==> config.mk <==
export PLATFORM = sky130hd
export DESIGN_NAME = hart_bus_ctrl
export DESIGN_NICKNAME = d
export VERILOG_FILES = /design/src/rtl/hart_bus_ctrl.sv
export SDC_FILE = /design/constraint.sdc
export NUM_CORES = 1
export LEC_CHECK = 0
export CORE_AREA = 10 10 595 597
export DETAILED_ROUTE_END_ITERATION = 6
export DIE_AREA = 0 0 605 607
export HOLD_SLACK_MARGIN = 0.08
export PLACE_DENSITY_LB_ADDON = 0.08
export SYNTH_ARGS = -nofsm -noshare
export SYNTH_HDL_FRONTEND = slang
export SYNTH_SLANG_ARGS = --single-unit
==> constraint.sdc <==
create_clock -name clk -period 2.34 [get_ports clk]
set_clock_uncertainty 0.05 [all_clocks]
set_input_delay 0.468 -clock clk [delete_from_list [all_inputs] [get_ports clk]]
set_output_delay 0.468 -clock clk [all_outputs]
set_load 0.05 [all_outputs]
==> src/rtl/hart_bus_ctrl.sv <==
// Responder for the hart line bus: one line transfer at a time onto a single memory port,
// write invalidation broadcast, and an exclusive AMO lock. Optional macro: HBC_RR_ARB_EN (round-robin arbitration).
module hart_bus_ctrl #(
    parameter int NHART  = 2,
    parameter int LINE_W = 256
) (
    input  logic                    clk,
    input  logic                    rst,
    input  logic [64*NHART-1:0]     h_addr,
    input  logic [NHART-1:0]        h_rd,
    input  logic [NHART-1:0]        h_wr,
    input  logic [LINE_W*NHART-1:0] h_data_out,
    output logic [LINE_W-1:0]       h_data_in,
    output logic [NHART-1:0]        h_dv,
    output logic [63:0]             h_inv_addr,
    output logic [NHART-1:0]        h_inv,
    input  logic [NHART-1:0]        h_amo_req,
    output logic [NHART-1:0]        h_amo_ack,
    output logic [63:0]             m_addr,
    output logic                    m_rd,
    output logic                    m_wr,
    output logic [LINE_W-1:0]       m_wdata,
    input  logic [LINE_W-1:0]       m_rdata,
    input  logic                    m_ack,
    output logic [1:0]              o_dbg_state
);

    localparam int IDX_W = (NHART > 1) ? $clog2(NHART) : 1;
    localparam logic [63:0] ALIGN_MASK = ~(64'(LINE_W / 8) - 64'd1);

    typedef enum logic [1:0] {
        S_IDLE = 2'd0,
        S_MEM  = 2'd1,
        S_RESP = 2'd2,
        S_GAP  = 2'd3
    } state_t;

    // Returns {found, index}: first requester at or after ptr, wrapping around.
    function automatic logic [IDX_W:0] f_pick(input logic [NHART-1:0] req,
                                              input logic [IDX_W-1:0] ptr);
        logic             found;
        logic [IDX_W-1:0] idx;
        int               j;
        found = 1'b0;
        idx   = '0;
        for (int k = 0; k < NHART; k++) begin
            j = (int'(ptr) + k) % NHART;
            if (!found && req[j]) begin
                found = 1'b1;
                idx   = IDX_W'(j);
            end
        end
        return {found, idx};
    endfunction

    function automatic logic [NHART-1:0] f_oh(input logic [IDX_W-1:0] idx);
        logic [NHART-1:0] v;
        v = '0;
        for (int k = 0; k < NHART; k++) begin
            if (int'(idx) == k) v[k] = 1'b1;
        end
        return v;
    endfunction

    state_t             r_state;
    logic [IDX_W-1:0]   r_g;
    logic               r_op_wr;
    logic [63:0]        r_addr;
    logic [LINE_W-1:0]  r_wdata;
    logic               r_rd;
    logic               r_wr;
    logic [LINE_W-1:0]  r_line;
    logic [NHART-1:0]   r_dv;
    logic [NHART-1:0]   r_inv;
    logic [63:0]        r_inv_addr;
    logic               r_own_vld;
    logic [IDX_W-1:0]   r_own;
    logic [NHART-1:0]   r_ack;

    logic [IDX_W-1:0]   w_ptr;
    logic               w_lock_held;
    logic [NHART-1:0]   w_line_req;
    logic [NHART-1:0]   w_elig;
    logic [IDX_W:0]     w_line_pick;
    logic               w_line_vld;
    logic [IDX_W-1:0]   w_line_g;
    logic [IDX_W:0]     w_amo_pick;
    logic               w_amo_grant;
    logic [IDX_W-1:0]   w_amo_g;
    logic [63:0]        w_req_addr;

`ifdef HBC_RR_ARB_EN
    logic [IDX_W-1:0]   r_ptr;
    assign w_ptr = r_ptr;
`else
    assign w_ptr = '0;
`endif

    // A lock whose owner has just dropped its request no longer blocks anyone this cycle.
    assign w_lock_held = r_own_vld & h_amo_req[r_own];
    assign w_line_req  = h_rd | h_wr;
    assign w_elig      = w_lock_held ? (w_line_req & f_oh(r_own)) : w_line_req;
    assign w_line_pick = f_pick(w_elig, w_ptr);
    assign w_line_vld  = w_line_pick[IDX_W];
    assign w_line_g    = w_line_pick[IDX_W-1:0];
    assign w_amo_pick  = f_pick(h_amo_req, w_ptr);
    assign w_amo_g     = w_amo_pick[IDX_W-1:0];
    assign w_amo_grant = w_amo_pick[IDX_W] && !w_lock_held &&
                         (r_state == S_IDLE || r_state == S_GAP);
    assign w_req_addr  = h_addr[64*int'(w_line_g) +: 64] & ALIGN_MASK;

    assign h_data_in   = r_line;
    assign h_dv        = r_dv;
    assign h_inv       = r_inv;
    assign h_inv_addr  = r_inv_addr;
    assign h_amo_ack   = r_ack & h_amo_req;
    assign m_addr      = r_addr;
    assign m_rd        = r_rd;
    assign m_wr        = r_wr;
    assign m_wdata     = r_wdata;
    assign o_dbg_state = r_state;

    always_ff @(posedge clk) begin
        if (rst) begin
            r_state    <= S_IDLE;
            r_g        <= '0;
            r_op_wr    <= 1'b0;
            r_addr     <= '0;
            r_wdata    <= '0;
            r_rd       <= 1'b0;
            r_wr       <= 1'b0;
            r_line     <= '0;
            r_dv       <= '0;
            r_inv      <= '0;
            r_inv_addr <= '0;
            r_own_vld  <= 1'b0;
            r_own      <= '0;
            r_ack      <= '0;
`ifdef HBC_RR_ARB_EN
            r_ptr      <= '0;
`endif
        end else begin
            r_dv  <= '0;
            r_inv <= '0;
            case (r_state)
                S_IDLE: begin
                    if (w_line_vld) begin
                        // Write wins when a hart raises both; its read is taken in a later round.
                        r_g     <= w_line_g;
                        r_op_wr <= h_wr[w_line_g];
                        r_addr  <= w_req_addr;
                        r_wdata <= h_data_out[LINE_W*int'(w_line_g) +: LINE_W];
                        r_rd    <= ~h_wr[w_line_g];
                        r_wr    <= h_wr[w_line_g];
                        r_state <= S_MEM;
                    end
                end
                S_MEM: begin
                    if (m_ack) begin
                        r_rd    <= 1'b0;
                        r_wr    <= 1'b0;
                        r_dv    <= f_oh(r_g);
                        if (r_op_wr) begin
                            r_inv      <= ~f_oh(r_g);
                            r_inv_addr <= r_addr;
                        end else begin
                            r_line <= m_rdata;
                        end
                        r_state <= S_RESP;
                    end
                end
                S_RESP:  r_state <= S_GAP;
                default: r_state <= S_IDLE;
            endcase

            if (w_amo_grant) begin
                r_own_vld <= 1'b1;
                r_own     <= w_amo_g;
                r_ack     <= f_oh(w_amo_g);
            end else if (r_own_vld && !h_amo_req[r_own]) begin
                r_own_vld <= 1'b0;
                r_ack     <= '0;
            end

`ifdef HBC_RR_ARB_EN
            if (r_state == S_IDLE && w_line_vld) begin
                r_ptr <= IDX_W'((int'(w_line_g) + 1) % NHART);
            end else if (w_amo_grant) begin
                r_ptr <= IDX_W'((int'(w_amo_g) + 1) % NHART);
            end
`endif
        end
    end

endmodule
==> results.txt, run 1 <==
----------------------------------------------------
[Timing]
  Final-report setup violation count ... 0
  Unrepaired setup endpoints after global routing ... false
  Slew Limit Fails ... 0
  Period utilization ... 95.2%
  Final Hold Fails ... 0
  Shortest period the worst path allows ... 2.23 ns
  Headroom to the max-slew limit ... 58.8%
  F_max ... 449 MHz
  Worst slew pin tran ... 0.618 ns
  Worst-case setup margin in the final layout ... 0.113 ns
  Setup TNS Final ... 0 ns

[Synth]
  Area fraction in compound gates after synthesis ... 6.87%
  Number of unique standard cell types used by synthesis ... 42
  Share of the yosys chip area belonging to registers ... 49.1%
  XOR/XNOR share of the synthesized area ... 0%
  Syn Std Cell Area ... 26200 um2
  Post-synthesis adder-cell area fraction ... 0.191%
  Number of instances in the synthesized netlist ... 3185
  Share of synthesized area spent on multiplexers ... 0%
  Post-synthesis async set-or-reset flop share ... 0%
  Share of synthesized cell area in and, or, nand and nor gates ... 38.8%
  YS warnings ... 0
  Flip-flop and latch count after synthesis ... 644
  Count of flip-flops with a built-in enable after synthesis ... 0
  Average instance area after synthesis ... 8.24 um2
  Dominant combinational cell family by area after synthesis ... simple AND/OR/NAND/NOR gates
  Synth Flop Type ... sky130_fd_sc_hd__dfxtp_1

[Floorplanning]
  Number of rows in the core area ... 215
  Die Area ... 367000 um2
  Die span in y ... 607 um
  Starting utilization of the core area ... 7.67%
  Top Ports ... 1555
  Core Region ... 342000 um2
  Chip width ... 605 um

[Worst setup path]
  Buffers plus inverters on the worst setup path ... 1
  Crit path kind ... flop to primary output
  CP required ... 1.82 ns
  Type of element capturing the critical path ... primary output
  CP Launch Type ... flop
  Worst-path fanout max ... 2
  Crit path arrival time ... 1.71 ns
  Delay contributed by the slowest stage of the critical path ... 0.53 ns
  Critical path's top delay family ... buffers and inverters
  Critical path, cell by cell ... clkdlybuf4s15_1
  Slowest stage cell, crit path ... sky130_fd_sc_hd__clkdlybuf4s15_1

[Pwr]
  Power Density ... 1280 nW/um2
  Leakage dissipation ... 19.4 nW
  Overall Power ... 67.3 mW
  Maximum VDD drop ... 0.000626 V

[Placement]
  Detailed-placement wirelength estimate ... 221 mm
  Pre-CTS WS ... -0.376 ns
  # port buffers ... 1534
  Global placement routability congestion ... 0.788

[Min path]
  Class of the tightest hold or removal check ... primary input to flop

[Detailed routing]
  Total number of vias ... 29.8k
  DRT Pass-1 Iters ... 7
  Post-detailed-route wirelength per cell ... 27.6 um
  Avg Vias per Cell ... 3.11
  Violation count after the first detailed-route iteration ... 1410
  Total routed wirelength ... 264 mm
  Antenna Nets Post-Route ... 0
  Total DRC errors in the routed layout ... 0

[Clock tree]
  CTS tree ... built
  Library cell used as clock root buffer ... sky130_fd_sc_hd__clkbuf_16
  Clock sink count ... 644
  Insertion delay to the later sink of the worst-skew pair ... 0.79 ns
  Clk pin slew, worst setup/hold paths ... 0.06 ns
  CTS H-Tree Depth ... 3
  Number of buffers inserted during clock tree synthesis ... 106
  Deepest clock path buffer count ... 4

[Cells and area]
  Fin nets ... 5839
  Share of final-layout standard cells stronger than drive strength 1 ... 25.6%
  Area of the multi-input gates ... 12100 um2
  Count of filler cells inserted in the layout ... 38.9k
  Post-route core utilization ... 15.4%
  Storage cell area ... 12900 um2
  Area Overhead vs Synth ... 101%

[Global route]
  Global-route met3 utilization ... 5.53%
  Busiest layer in global routing ... met2
  Pin count of the biggest net entering global routing ... 69
  Wire length of the first global-routing pass ... 336 mm
  Initial antenna violation count ... 146
  Global Route met1 Usage ... 14.9%
  Total overflow reported by the global router ... 0
  GR Layer Usage met2 ... 25.2%
  Number of global-route vias before repair ... 31.3k
  Total global-route track usage ... 13.6%

[Run status]
  Status ... finished, final reports clean

[Run]
  Maxcap violations ... 0

----------------------------------------------------
[power breakdown]
part / internal [mW] / switching, mW / leakage (nW)
clock network: 9.88 / 6.55 / 1.71
logic: 10.0 / 24.2 / 12.4
registers: 14.0 / 2.69 / 5.30
total: 33.8 / 33.4 / 19.4
[cell usage after synthesis, types with 3 or more instances]
| library cell | count | share of area, % |
|---|---|---|
| sky130_fd_sc_hd__dfxtp_1 | 644 | 49 |
| sky130_fd_sc_hd__buf_6 | 28 | 1.2 |
| sky130_fd_sc_hd__buf_1 | 14 | 0.20 |
| sky130_fd_sc_hd__o21ai_0 | 6 | 0.11 |
| sky130_fd_sc_hd__nor4_1 | 39 | 0.93 |
| sky130_fd_sc_hd__nand2_1 | 637 | 9.1 |
| sky130_fd_sc_hd__nand2b_1 | 3 | 0.072 |
| sky130_fd_sc_hd__and2_1 | 4 | 0.095 |
| sky130_fd_sc_hd__ha_1 | 4 | 0.19 |
| sky130_fd_sc_hd__clkbuf_1 | 157 | 2.2 |
| sky130_fd_sc_hd__inv_1 | 5 | 0.072 |
| sky130_fd_sc_hd__buf_2 | 43 | 0.82 |
| sky130_fd_sc_hd__nor2_1 | 813 | 12 |
| sky130_fd_sc_hd__nor4_2 | 276 | 13 |
| sky130_fd_sc_hd__a21oi_1 | 321 | 6.1 |
| sky130_fd_sc_hd__buf_4 | 17 | 0.49 |
| sky130_fd_sc_hd__nor2_2 | 143 | 3.4 |
[sequential cells by signal, summed over array words and instances (netlist names)]
signal	cells
h_data_in	256
h_inv	2
o_dbg_state	2
h_dv	2
m_wr	1
r_own_vld	1
m_wdata	256
m_addr	59
h_inv_addr	59
r_ack	2
m_rd	1
r_own	1
r_g	1
r_op_wr	1
[timing repair]
item                       CTS  global route
hold endpoints to repair   135             0
gates resized for setup    780             5
hold buffers               135             0
pin swaps                    0             1
gates cloned                 0             1
setup endpoints to repair  338             5
setup buffers                0             5
[layout by cell type (no fill, tap or decap), types with 2 or more instances in the layout]
cell type	Yosys	routed
sky130_fd_sc_hd__nor4_1	39	39
sky130_fd_sc_hd__clkbuf_1	157	23
sky130_fd_sc_hd__clkbuf_8	0	36
sky130_fd_sc_hd__dfxtp_2	0	3
sky130_fd_sc_hd__inv_1	5	5
sky130_fd_sc_hd__o21ai_0	6	6
sky130_fd_sc_hd__diode_2	0	34
sky130_fd_sc_hd__a31oi_1	2	2
sky130_fd_sc_hd__clkdlybuf4s15_1	0	95
sky130_fd_sc_hd__buf_4	17	461
sky130_fd_sc_hd__a21oi_1	321	321
sky130_fd_sc_hd__clkinv_8	0	2
sky130_fd_sc_hd__nor3_1	2	2
sky130_fd_sc_hd__clkinv_2	0	6
sky130_fd_sc_hd__bufinv_16	0	4
sky130_fd_sc_hd__nor2_1	813	812
sky130_fd_sc_hd__dlygate4sd2_1	0	71
sky130_fd_sc_hd__buf_12	0	61
sky130_fd_sc_hd__dlygate4sd3_1	0	135
sky130_fd_sc_hd__and2_1	4	4
sky130_fd_sc_hd__nor2_2	143	143
sky130_fd_sc_hd__buf_2	43	7
sky130_fd_sc_hd__clkdlybuf4s15_2	0	160
sky130_fd_sc_hd__ha_1	4	4
sky130_fd_sc_hd__nand3_4	0	2
sky130_fd_sc_hd__clkdlybuf4s50_1	0	893
sky130_fd_sc_hd__clkbuf_16	0	108
sky130_fd_sc_hd__dfxtp_1	644	640
sky130_fd_sc_hd__nor4_2	276	276
sky130_fd_sc_hd__nand2_1	637	637
sky130_fd_sc_hd__conb_1	1	10
sky130_fd_sc_hd__nand2b_1	3	3
sky130_fd_sc_hd__nor3b_1	2	2
[routing by layer]
layer | wire length [um] | up-vias
met3 | 23500 | 360
met1 | 101000 | 14286
li1 | - | 14009
met2 | 136000 | 1078
met5 | 622 | -
met4 | 3890 | 94
[stage by stage]
| step | area [um2] | instances | hold WS (ns) |
|---|---|---|---|
| floorplan | 26300 | 3194 | 0.376 |
| global placement | 47600 | 9238 | 0.392 |
| detailed placement | 47600 | 9238 | 0.397 |
| CTS | 52500 | 9553 | 0.0802 |
| global route | 52600 | 9563 | 0.138 |
| finish | 52700 | 9593 | 0.182 |
[cell families after synthesis]
logic type                 count (synthesis)
AOI/OAI and AO/OA                        344
adders and majority gates                  4
buffers and inverters                    264
DFF                                      644
other                                      1
and+or+nand+nor                         1928
[cell type report]
type / count / area share [%]
well taps: 4557 / 10.8
diodes: 34 / 0.161
multi-input cells: 2286 / 22.9
repair buffers: 1887 / 35.0
clock buffers: 166 / 6.18
clock inverters: 14 / 0.399
flip-flops and latches: 644 / 24.5
inverters: 5 / 0.0356
[worst paths after layout]
check                       from              to  slack (ns)  depth (start not counted)
setup / recovery   h_data_in[57]   h_data_in[57]        0.11                          1
hold / removal      m_rdata[206]  h_data_in[206]        0.18                          3
setup reg to reg  o_dbg_state[0]     m_wdata[41]        0.12                          8
hold reg to reg   h_data_in[210]  h_data_in[210]        0.40                          2
Note: power is estimated with default switching activity, not from simulation.
==> inputs of run 2 (changes only) <==
- TNS_END_PERCENT: unset -> 50
==> run 2 against run 1 <==
Net effect: sequential share of layout area about the same; core utilization about the same; power about the same; via count unchanged; global-route usage unchanged; hold slack unchanged; clock power about the same; register-to-register slack about the same; cell area about the same; sequential power about the same; cell count unchanged; die area unchanged; critical endpoint unchanged; highest routed layer unchanged.
==> results.txt, run 2 (same netlist as run 1, synthesis figures left out) <==
----------------------------------------------------
[Run status]
  Status ... finished, final reports clean

[Detailed routing]
  Total routed wirelength ... 264 mm
  Violation count after the first detailed-route iteration ... 1410
  Avg Vias per Cell ... 3.11
  Total number of vias ... 29.8k
  Total DRC errors in the routed layout ... 0
  Post-detailed-route wirelength per cell ... 27.6 um
  DRT Pass-1 Iters ... 7
  Antenna Nets Post-Route ... 0

[Floorplanning]
  Core Region ... 342000 um2
  Die span in y ... 607 um
  Top Ports ... 1555
  Starting utilization of the core area ... 7.67%
  Number of rows in the core area ... 215
  Chip width ... 605 um
  Die Area ... 367000 um2

[Clock tree]
  Insertion delay to the later sink of the worst-skew pair ... 0.79 ns
  Deepest clock path buffer count ... 4
  Clock sink count ... 644
  CTS tree ... built
  Clk pin slew, worst setup/hold paths ... 0.06 ns
  Library cell used as clock root buffer ... sky130_fd_sc_hd__clkbuf_16
  Number of buffers inserted during clock tree synthesis ... 106
  CTS H-Tree Depth ... 3

[Worst setup path]
  Type of element capturing the critical path ... primary output
  Origin of the critical flop-to-flop path ... o_dbg_state[0]
  CP Launch Type ... flop
  Critical path, cell by cell ... clkdlybuf4s15_1
  Critical path startpoint ... h_data_in[57]
  Crit path kind ... flop to primary output
  Buffers plus inverters on the worst setup path ... 1
  Reg-to-reg setup timing slack ... 0.12 ns
  CP required ... 1.82 ns
  Critical path's top delay family ... buffers and inverters
  Slowest stage cell, crit path ... sky130_fd_sc_hd__clkdlybuf4s15_1
  Crit path arrival time ... 1.71 ns
  Delay contributed by the slowest stage of the critical path ... 0.53 ns
  Worst-path fanout max ... 2

[Timing]
  Worst slew pin tran ... 0.618 ns
  Shortest period the worst path allows ... 2.23 ns
  Headroom to the max-slew limit ... 58.8%
  Minimum hold slack ... 0.182 ns
  Final Hold Fails ... 0
  Slew Limit Fails ... 0
  Final-report setup violation count ... 0
  Unrepaired setup endpoints after global routing ... false
  F_max ... 449 MHz
  Period utilization ... 95.1%

[Global route]
  Number of global-route vias before repair ... 31.3k
  Pin count of the biggest net entering global routing ... 69
  Total overflow reported by the global router ... 0
  Wire length of the first global-routing pass ... 336 mm
  Total global-route track usage ... 13.6%
  Initial antenna violation count ... 146

[Cells and area]
  Post-route core utilization ... 15.4%
  Fin nets ... 5839
  Final design instance area without fill ... 52700 um2
  Storage cell area ... 12900 um2
  Most common cell after layout, fill and taps aside ... sky130_fd_sc_hd__clkdlybuf4s50_1
  Count of filler cells inserted in the layout ... 38.9k
  Area Overhead vs Synth ... 101%
  Share of final-layout standard cells stronger than drive strength 1 ... 25.6%
  Commonest non-fill, non-tap cells in the layout ... sky130_fd_sc_hd__clkdlybuf4s50_1 (893), sky130_fd_sc_hd__nor2_1 (812), sky130_fd_sc_hd__dfxtp_1 (640)
  Area of the multi-input gates ... 12100 um2

[Pwr]
  Overall Power ... 67.3 mW
  Power Density ... 1280 nW/um2
  Maximum VDD drop ... 0.000626 V
  Leakage dissipation ... 19.4 nW

[Placement]
  Global placement routability congestion ... 0.788
  Cell area reported after detailed placement ... 47600 um2
  Detailed-placement wirelength estimate ... 221 mm
  # port buffers ... 1534

[Min path]
  Class of the tightest hold or removal check ... primary input to flop
  HP Start ... m_rdata[206]

[Run]
  Maxcap violations ... 0

----------------------------------------------------
## run 2: final timing paths
| path | depth (start not counted) | to |
|---|---|---|
| worst min register to register | 2 | h_data_in[210] |
| worst max register to register | 8 | m_wdata[41] |
| worst min-delay path | 3 | h_data_in[206] |
| worst max-delay path | 1 | h_data_in[57] |
## run 2: where the power goes
group          internal (mW)  switching (mW)  leakage, nW
Combinational           9.99            24.2         12.4
Clock                   9.88            6.55         1.71
Sequential              14.0            2.69         5.30
Total                   33.8            33.4         19.4
## run 2: what timing repair did
| action | 4_1_cts | 5_1_grt |
|---|---|---|
| buffers inserted | 0 | 5 |
| gates cloned | 0 | 1 |
| hold buffers | 135 | 0 |
| pin swaps | 0 | 1 |
| endpoints found under the setup margin | 338 | 5 |
| hold endpoints to repair | 135 | 0 |
| gates resized for setup | 779 | 5 |
## run 2: metal layers
layer,share of wire (%),global-route usage (%)
met1,38,14.9
met2,51,25.2
met3,8.9,5.53
met4,1.5,1.93
met5,0.24,0
## run 2: area by class of cell
type	instances	share of cell area, %
diodes	34	0.161
clock buffers	166	6.19
clock inverters	14	0.399
inverters	5	0.0356
multi-input cells	2286	22.9
flip-flops and latches	644	24.5
well taps	4557	10.8
repair buffers	1887	35.0
## run 2: through the flow
step           cells  setup TNS [ns]  setup slack (ns)
2_1_floorplan   3194               0            0.0519
3_3_place_gp    9238          -84.15            -0.367
3_5_place_dp    9238          -85.89            -0.376
4_1_cts         9553       -0.000894         -0.000894
5_1_grt         9563               0          0.000904
6_report        9593               0             0.114
